===== config.mk =====
export PLATFORM = sky130hd
export DESIGN_NAME = wishbone_master_xactor
export DESIGN_NICKNAME = d
export VERILOG_FILES = /design/src/rtl/wishbone_master_xactor.sv
export SDC_FILE = /design/constraint.sdc
export NUM_CORES = 1
export LEC_CHECK = 0
export ABC_AREA = 1
export CAP_MARGIN = 25
export CORE_ASPECT_RATIO = 1.2
export CORE_UTILIZATION = 59
export CTS_BUF_LIST = sky130_fd_sc_hd__clkbuf_16
export CTS_CLUSTER_SIZE = 25
export DETAILED_ROUTE_END_ITERATION = 7
export PLACE_DENSITY = 0.84
export SLEW_MARGIN = 20
export SYNTH_ARGS = -nofsm -noshare
export SYNTH_HDL_FRONTEND = slang
export SYNTH_SLANG_ARGS = --single-unit

===== constraint.sdc =====
create_clock -name CLK -period 10.9 [get_ports CLK]
set_input_delay 2.18 -clock CLK [delete_from_list [all_inputs] [get_ports CLK]]
set_output_delay 2.18 -clock CLK [all_outputs]
set_load 0.05 [all_outputs]

===== src/rtl/wishbone_master_xactor.sv =====
// wishbone_master_xactor: Wishbone B4 pipelined master. Client requests come in
// through a put interface and go out as pipelined Wishbone cycles. One response
// per request comes back, in order, through a get interface.
// Ports: CLK/RST (sync, active-high); client_request_put {we,sel,adr,dat} with EN/RDY;
// client_response_get (captured DAT_I) with EN/RDY; Wishbone CYC/STB/WE/ADR/SEL/DAT_O
// out, STALL/ACK/DAT_I in.
module wishbone_master_xactor #(
    parameter int REQ_DEPTH  = 2,
    parameter int RESP_DEPTH = 8
) (
    input  logic        CLK,
    input  logic        RST,
    input  logic [68:0] client_request_put,
    input  logic        EN_client_request_put,
    output logic        RDY_client_request_put,
    input  logic        EN_client_response_get,
    output logic [31:0] client_response_get,
    output logic        RDY_client_response_get,
    output logic        CYC_O,
    output logic        STB_O,
    output logic        WE_O,
    output logic [31:0] ADR_O,
    output logic [3:0]  SEL_O,
    output logic [31:0] DAT_O,
    input  logic        STALL_I,
    input  logic        ACK_I,
    input  logic [31:0] DAT_I
);
    localparam int QA = $clog2(REQ_DEPTH);
    localparam int QC = $clog2(REQ_DEPTH + 1);
    localparam int RA = $clog2(RESP_DEPTH);
    localparam int RC = $clog2(RESP_DEPTH + 1);

    logic [68:0] r_req [REQ_DEPTH];
    logic [QA-1:0] r_req_wp, r_req_rp;
    logic [QC-1:0] r_req_cnt;
    logic [31:0] r_resp [RESP_DEPTH];
    logic [RA-1:0] r_resp_wp, r_resp_rp;
    logic [RC-1:0] r_resp_cnt;
    logic [RC-1:0] r_out;
    logic r_rst_d;

    logic w_req_ne, w_credit, w_enq, w_issue, w_ack, w_deq;
    logic [RC:0] w_sum;
    logic [68:0] w_cur;

    // Every issued request reserves a response slot, so an ACK always has room.
    assign w_sum    = {1'b0, r_out} + {1'b0, r_resp_cnt};
    assign w_credit = w_sum < (RC+1)'(RESP_DEPTH);
    assign w_req_ne = r_req_cnt != '0;
    assign w_cur    = w_req_ne ? r_req[r_req_rp] : '0;

    assign CYC_O = !RST && (w_req_ne || r_out != '0);
    assign STB_O = !RST && w_req_ne && w_credit;
    assign WE_O  = w_cur[68];
    assign SEL_O = w_cur[67:64];
    assign ADR_O = w_cur[63:32];
    assign DAT_O = w_cur[31:0];

    // Both RDYs stay low during reset and for the first cycle after it.
    assign RDY_client_request_put  = !RST && !r_rst_d && r_req_cnt != QC'(REQ_DEPTH);
    assign RDY_client_response_get = !RST && !r_rst_d && r_resp_cnt != '0;
    assign client_response_get     = r_resp[r_resp_rp];

    assign w_enq   = EN_client_request_put && RDY_client_request_put;
    assign w_issue = STB_O && !STALL_I;
    assign w_ack   = ACK_I && r_out != '0;
    assign w_deq   = EN_client_response_get && RDY_client_response_get;

    always_ff @(posedge CLK) begin
        if (RST) begin
            r_req_wp   <= '0;
            r_req_rp   <= '0;
            r_req_cnt  <= '0;
            r_resp_wp  <= '0;
            r_resp_rp  <= '0;
            r_resp_cnt <= '0;
            r_out      <= '0;
            r_rst_d    <= 1'b1;
        end else begin
            r_rst_d <= 1'b0;
            if (w_enq) begin
                r_req[r_req_wp] <= client_request_put;
                r_req_wp        <= r_req_wp + QA'(1);
            end
            if (w_issue) r_req_rp <= r_req_rp + QA'(1);
            r_req_cnt <= r_req_cnt + QC'(w_enq) - QC'(w_issue);
            if (w_ack) begin
                r_resp[r_resp_wp] <= DAT_I;
                r_resp_wp         <= r_resp_wp + RA'(1);
            end
            if (w_deq) r_resp_rp <= r_resp_rp + RA'(1);
            r_resp_cnt <= r_resp_cnt + RC'(w_ack) - RC'(w_deq);
            r_out      <= r_out + RC'(w_issue) - RC'(w_ack);
        end
    end
endmodule


### Word-level counts from Yosys, hierarchy flattened

Memory sizes are Yosys's and may differ from the RTL's. A register that Yosys moved wholly into a read port is not among the register bits.
Cells that the tools add are included.

| word-level totals | value |
|---|---|
| flip-flop bits (word level) | 19 |
| latch bits | 0 |
| RAM bits | 394 |
| bits in read-only memories | 0 |
| bits of input ports | 107 |
| word-level logic and storage cells | 52 |
| memories kept | 2 |

| operators by class | value |
|---|---|
| $add $sub $neg | 11 |
| $mul | 0 |
| divide/modulo/power cells | 0 |
| $lt $le $gt $ge | 1 |
| equality and inequality tests | 1 |
| shift operators | 0 |
| mux-type cells | 12 |
| bitwise operators | 0 |
| reduce and logical (&&, ||, !) cells | 17 |

Memories:

| memory | words | bits a word | rd ports | clocked after Yosys merged registers in | wr ports | line | text |
|---|---|---|---|---|---|---|---|
| r_resp | 8 | 32 | 1 | 1 | 1 | 37 | `logic [31:0] r_resp [RESP_DEPTH];` |
| r_req | 2 | 69 | 1 | 1 | 1 | 34 | `logic [68:0] r_req [REQ_DEPTH];` |

Operator list:

| kind | number |
|---|---|
| 69-bit two-way mux | 1 |
| 1-bit logical AND | 10 |
| 1-bit two-way mux | 9 |
| 4-bit by 1-bit adder with 4-bit output | 2 |
| 4-bit nonzero test | 2 |
| 4-bit by 1-bit subtractor with 4-bit output | 2 |
| 3-bit by 1-bit adder with 3-bit output (second input constant) | 2 |
| 3-bit two-way mux | 2 |
| 4-bit by 4-bit adder with 5-bit output | 1 |
| 5-bit by 4-bit less-than comparator with 1-bit output (second input constant) | 1 |
| 1-bit zero test | 3 |
| 1-bit adder (second input constant) | 2 |
| 2-bit by 1-bit adder with 2-bit output | 1 |
| 2-bit != test (second input constant) | 1 |
| 2-bit nonzero test | 1 |
| 2-bit by 1-bit subtractor with 2-bit output | 1 |
| 1-bit logical OR | 1 |

### Longest topological paths before layout

| depth | value |
|---|---|
| word-level depth | 7 |
| mapped depth | 13 |
| gate-level depth less buffers | 13 |

### Worst setup path before layout

Ideal clock, no wire load.

| timing | value |
|---|---|
| path kind | input -> register |
| start point | in RST |
| end point | mem r_req[0][0], enable pin |
| library setup time | 497 ps |
| arrival | 6242 ps |
| data required time | 10403 ps |
| path slack | 4161 ps |
| stages on the path | 5 |
| path buffers | 0 |
| path through | nor2_1 -> inv_1 -> nor2_1 -> nand2_1 -> nor2_1 |

| on the way | value |
|---|---|
| cells in the longest elaborated chain, start to end | 7 |

RTL lines:

| what | line | text |
|---|---|---|
| start: declaration | 12 | `input logic RST,` |
| 1-bit zero test | 61 | `assign RDY_client_request_put = !RST && !r_rst_d && r_req_cnt != QC'(REQ_DEPTH);` |
| 1-bit logical AND (2 in a row) | 61 |  |
| via RDY_client_request_put | 15 | `output logic RDY_client_request_put,` |
| 1-bit logical AND | 65 | `assign w_enq = EN_client_request_put && RDY_client_request_put;` |
| 1-bit two-way mux | 82 | `if (w_enq) begin` |
| 1-bit two-way mux | 71 | `if (RST) begin` |
| 1-bit two-way mux (implied by the code) | 83 | `r_req[r_req_wp] <= client_request_put;` |
| end: declaration | 34 |  |

The timed path passes the listed nets, and every way through them passes these cells.

### Final worst setup path

| timing | value |
|---|---|
| start point | in RST |
| end point | out STB_O |

| on the way | value |
|---|---|
| cells in the longest elaborated chain, start to end | 3 |

RTL lines:

| what | line | text |
|---|---|---|
| 1-bit zero test | 54 | `assign STB_O = !RST && w_req_ne && w_credit;` |
| 1-bit logical AND (2 in a row) | 54 |  |
| end: declaration | 20 | `output logic STB_O,` |

Every way passes these cells.

==> flow_metrics.tcl <==
set metrics [dict create \
    synth_nets 1443 \
    detailedRoute.firstIterationViolations 762 \
    synth_area_leader_cell "edfxtp_1" \
    initial_utilization_pct 60.29 \
    place.gp.congestion 0.7795 \
    critPathMaxFanout 15 \
    synth_top_area_share_pct 72.23 \
    worst_clock_skew_ps 21.50 \
    routed_wl_microns 35310 \
    ctsHtreeMaxLevel 2 \
    finalHoldWorstSlack_ps 508.2 \
    dpl-instance-area_sq_mm 0.01874 \
    syn_area_per_cell_sq_um 12.44 \
    final_hold_viol_count 0 \
    timing_max_transition_violations_final 0 \
    synthesis.yosys.warnings 0 \
    outcome "completed" \
    cts_tree "done" \
    ff2ff_setup_slack_ps 8270 \
    seq_area_frac_synth_pct 75.04 \
    hold_start "r_resp_rp[1]$_SDFFE_PP0N_" \
    clkSinkCount 417 \
    finish.cell_count_without_fillers 1888 \
    setup-violations-final 0 \
    dp_hpwl_microns 19900 \
    cts.repair.resized 0 \
    post_synth_inst_count 1317 \
    critical_path.reg2reg.endpoint "r_out[2]$_SDFF_PP0_" \
    numPortBuffers 211 \
    cts_hold_buf 0 \
    postRouteAntennaNets 0 \
    worst_setup_path_start_kind "input port" \
    maxCapViolCount 0 \
    cts_made_buffers 40 \
    dr_total_vias 10580 \
    synthesis.area_sq_mm 0.01638 \
    placementRows 66 \
    die_height_microns 184.5 \
    syn2layout_area_growth_pct 22.19 \
    layout.filler_cells 1649 \
    routed_via_density 5.604 \
    drc 0 \
    topRoutingLayerUsed "met5" \
    detail_route.first_pass.iterations 6 \
    met2_length_microns 18130 \
    post_cts.repair.setup_buffers 0 \
    grt_remaining_overflow 0 \
    netlist-cell-type-count 30 \
    peakVddDrop_mv 0.1602 \
    r2r-start "r_req_cnt[0]$_SDFF_PP0_" \
    worst-endpoint-arrival_ps 4260 \
    rsz0062_at_grt "false" \
    worstPathRequired_ps 8720 \
    worst-r2r-cell-count 10 \
    die_area_sq_mm 0.02843 \
    ioPinCount 212 \
    worst_setup_path_end_kind "output port" \
    grt_max_degree 98 \
    grt_antenna_before_repair 3 \
    ys_seq_elements 417 \
    placedCellCount 1813 \
    nNetsFinal 1641 \
    final.setup.tns_ps 0 \
    tightest_slew_ps 968.5 \
    floorplan.die.width_microns 154.1 \
    path_clk_slew_ps 60 \
    stdcell_area_sq_mm 0.02001 \
    power.total_mw 3.927 \
    period_needed_ps 6445 \
    fraction_of_final_layout_cells_with_drive_strength_greater_than_1_pct 6.076 \
    cts_max_path_buffers 3 \
    path_class "input port to output port" \
    max_freq_ghz 0.1552 \
    power.leakage_nw 7.040 \
    slew_headroom_pct 35.44 \
    pwr_density_cell_mw_per_mm2 196.2 \
    grt_pass1_wl_microns 53870 \
    clk-insertion-delay-late_ps 530 \
    groute.usage.overall_pct 24.76 \
    detailroute.wirelength.met3_microns 3368 \
    routed_wire_length_per_instance_microns 18.70 \
    clock_tree.root_cell "clkbuf_16" \
    min_path_cells 2 \
    wirelength_met1_microns 12890 \
    synth_area_leaders "edfxtp_1 (72%), nand2_1 (5.8%), nor2_1 (5.0%)" \
    post-route-period-util_pct 59.13 \
    core_sq_mm 0.02717 \
    timing.hold.worst.class "register to register" \
    grt_pass1_vias 10590 \
]
-- cell usage after synthesis --
cell      count
edfxtp_1    394
nand2_1     254
nor2_1      219
o21ai_0     133
a21oi_1      77
o21ai_1      64
inv_1        36
clkbuf_1     34
dfxtp_1      23
buf_2        17
ha_1         17
nand3_1       7
buf_4         6
buf_6         6
clkbuf_2      5
nor3_1        4
buf_1         3
xor2_1        3
a21o_1        2
fa_1          2
xnor2_1       2
a31oi_1       1
and2_1        1
and3_1        1
buf_12        1
buf_8         1
inv_2         1
nand4_1       1
nor2_2        1
o31ai_1       1
-- report_power, final --
part | switching, mW | internal, mW | leakage, nW
registers | 0.0342 | 1.83 | 3.75
logic | 0.503 | 0.238 | 2.64
clock network | 0.567 | 0.759 | 0.649
-- state kept, by name, indices dropped and copies added, names as in the netlist, named ones only --
name	count
r_resp	256
r_req	138
r_out	4
r_resp_cnt	4
r_resp_rp	3
r_resp_wp	3
r_req_cnt	2
r_req_rp	1
r_req_wp	1
r_rst_d	1
-- through the flow --
step	utilization (%)	worst slack, ps
floorplan	-	4161
global placement	68.96	4528
detailed placement	68.96	4448
CTS	73.66	4449
global route	73.67	4342
finish	73.67	4455
-- worst max path at each step --
stage,from,to,slack (ps),cells past startpoint
floorplan,RST,r_req[0][0]$_DFFE_PP_,4160,5
global placement,RST,CYC_O,4530,5
detailed placement,RST,CYC_O,4450,5
CTS,RST,CYC_O,4450,5
global route,RST,STB_O,4340,6
finish,RST,STB_O,4460,6
-- cell type report --
| class | instances | area (sq um) | area share, % |
|---|---|---|---|
| antenna | 1 | 2.502 | 0.01250 |
| clock buffer | 41 | 1026 | 5.126 |
| clock inverter | 33 | 250.2 | 1.250 |
| inverter | 37 | 140.1 | 0.7002 |
| multi-input combinational | 790 | 3622 | 18.10 |
| sequential | 417 | 12300 | 61.46 |
| tap | 340 | 425.4 | 2.126 |
| timing repair buffer | 229 | 2247 | 11.23 |
-- layout by cell type (no fill, tap or decap), types with 3 or more instances in the layout --
master,instances
buf_4,18
nor2_4,7
nor2_1,213
edfxtp_1,394
clkdlybuf4s50_1,211
xor2_1,3
o21ai_1,64
clkinv_1,5
ha_1,17
clkinvlp_4,5
bufinv_16,3
dfxtp_1,20
nor3_2,4
o21ai_0,133
clkinv_2,8
nand2_1,254
clkbuf_16,41
a21oi_1,77
nand3_1,7
inv_1,44
-- kinds of logic (layout without fill, tap and decap cells) --
group                      count (synthesis)  count (layout)  share of synthesized area [%]
other                                      0               1                              0
buffers and inverters                    110             340                          3.269
adders and majority gates                 19              19                          1.543
AOI/OAI and AO/OA                        278             278                          8.548
DFF                                      417             417                          75.04
and+or+nand+nor                          488             488                          11.33
xor gates and xnor gates                   5               5                         0.2674
-- metal layers --
metal	vias to the layer above	GRT usage, %
li1	5000	-
met4	4	8.280
met2	399	44.71
met5	-	0
met1	5108	27.12
met3	70	8.582
-- worst max-delay path, cell delays in order --
cell	delay [ps]
clkdlybuf4s50_1	680
nor2_1	200
nand2_1	60
nor2_1	180
and2_1	160
clkdlybuf4s50_1	800
No activity file was read; power rests on OpenSTA's default activity.
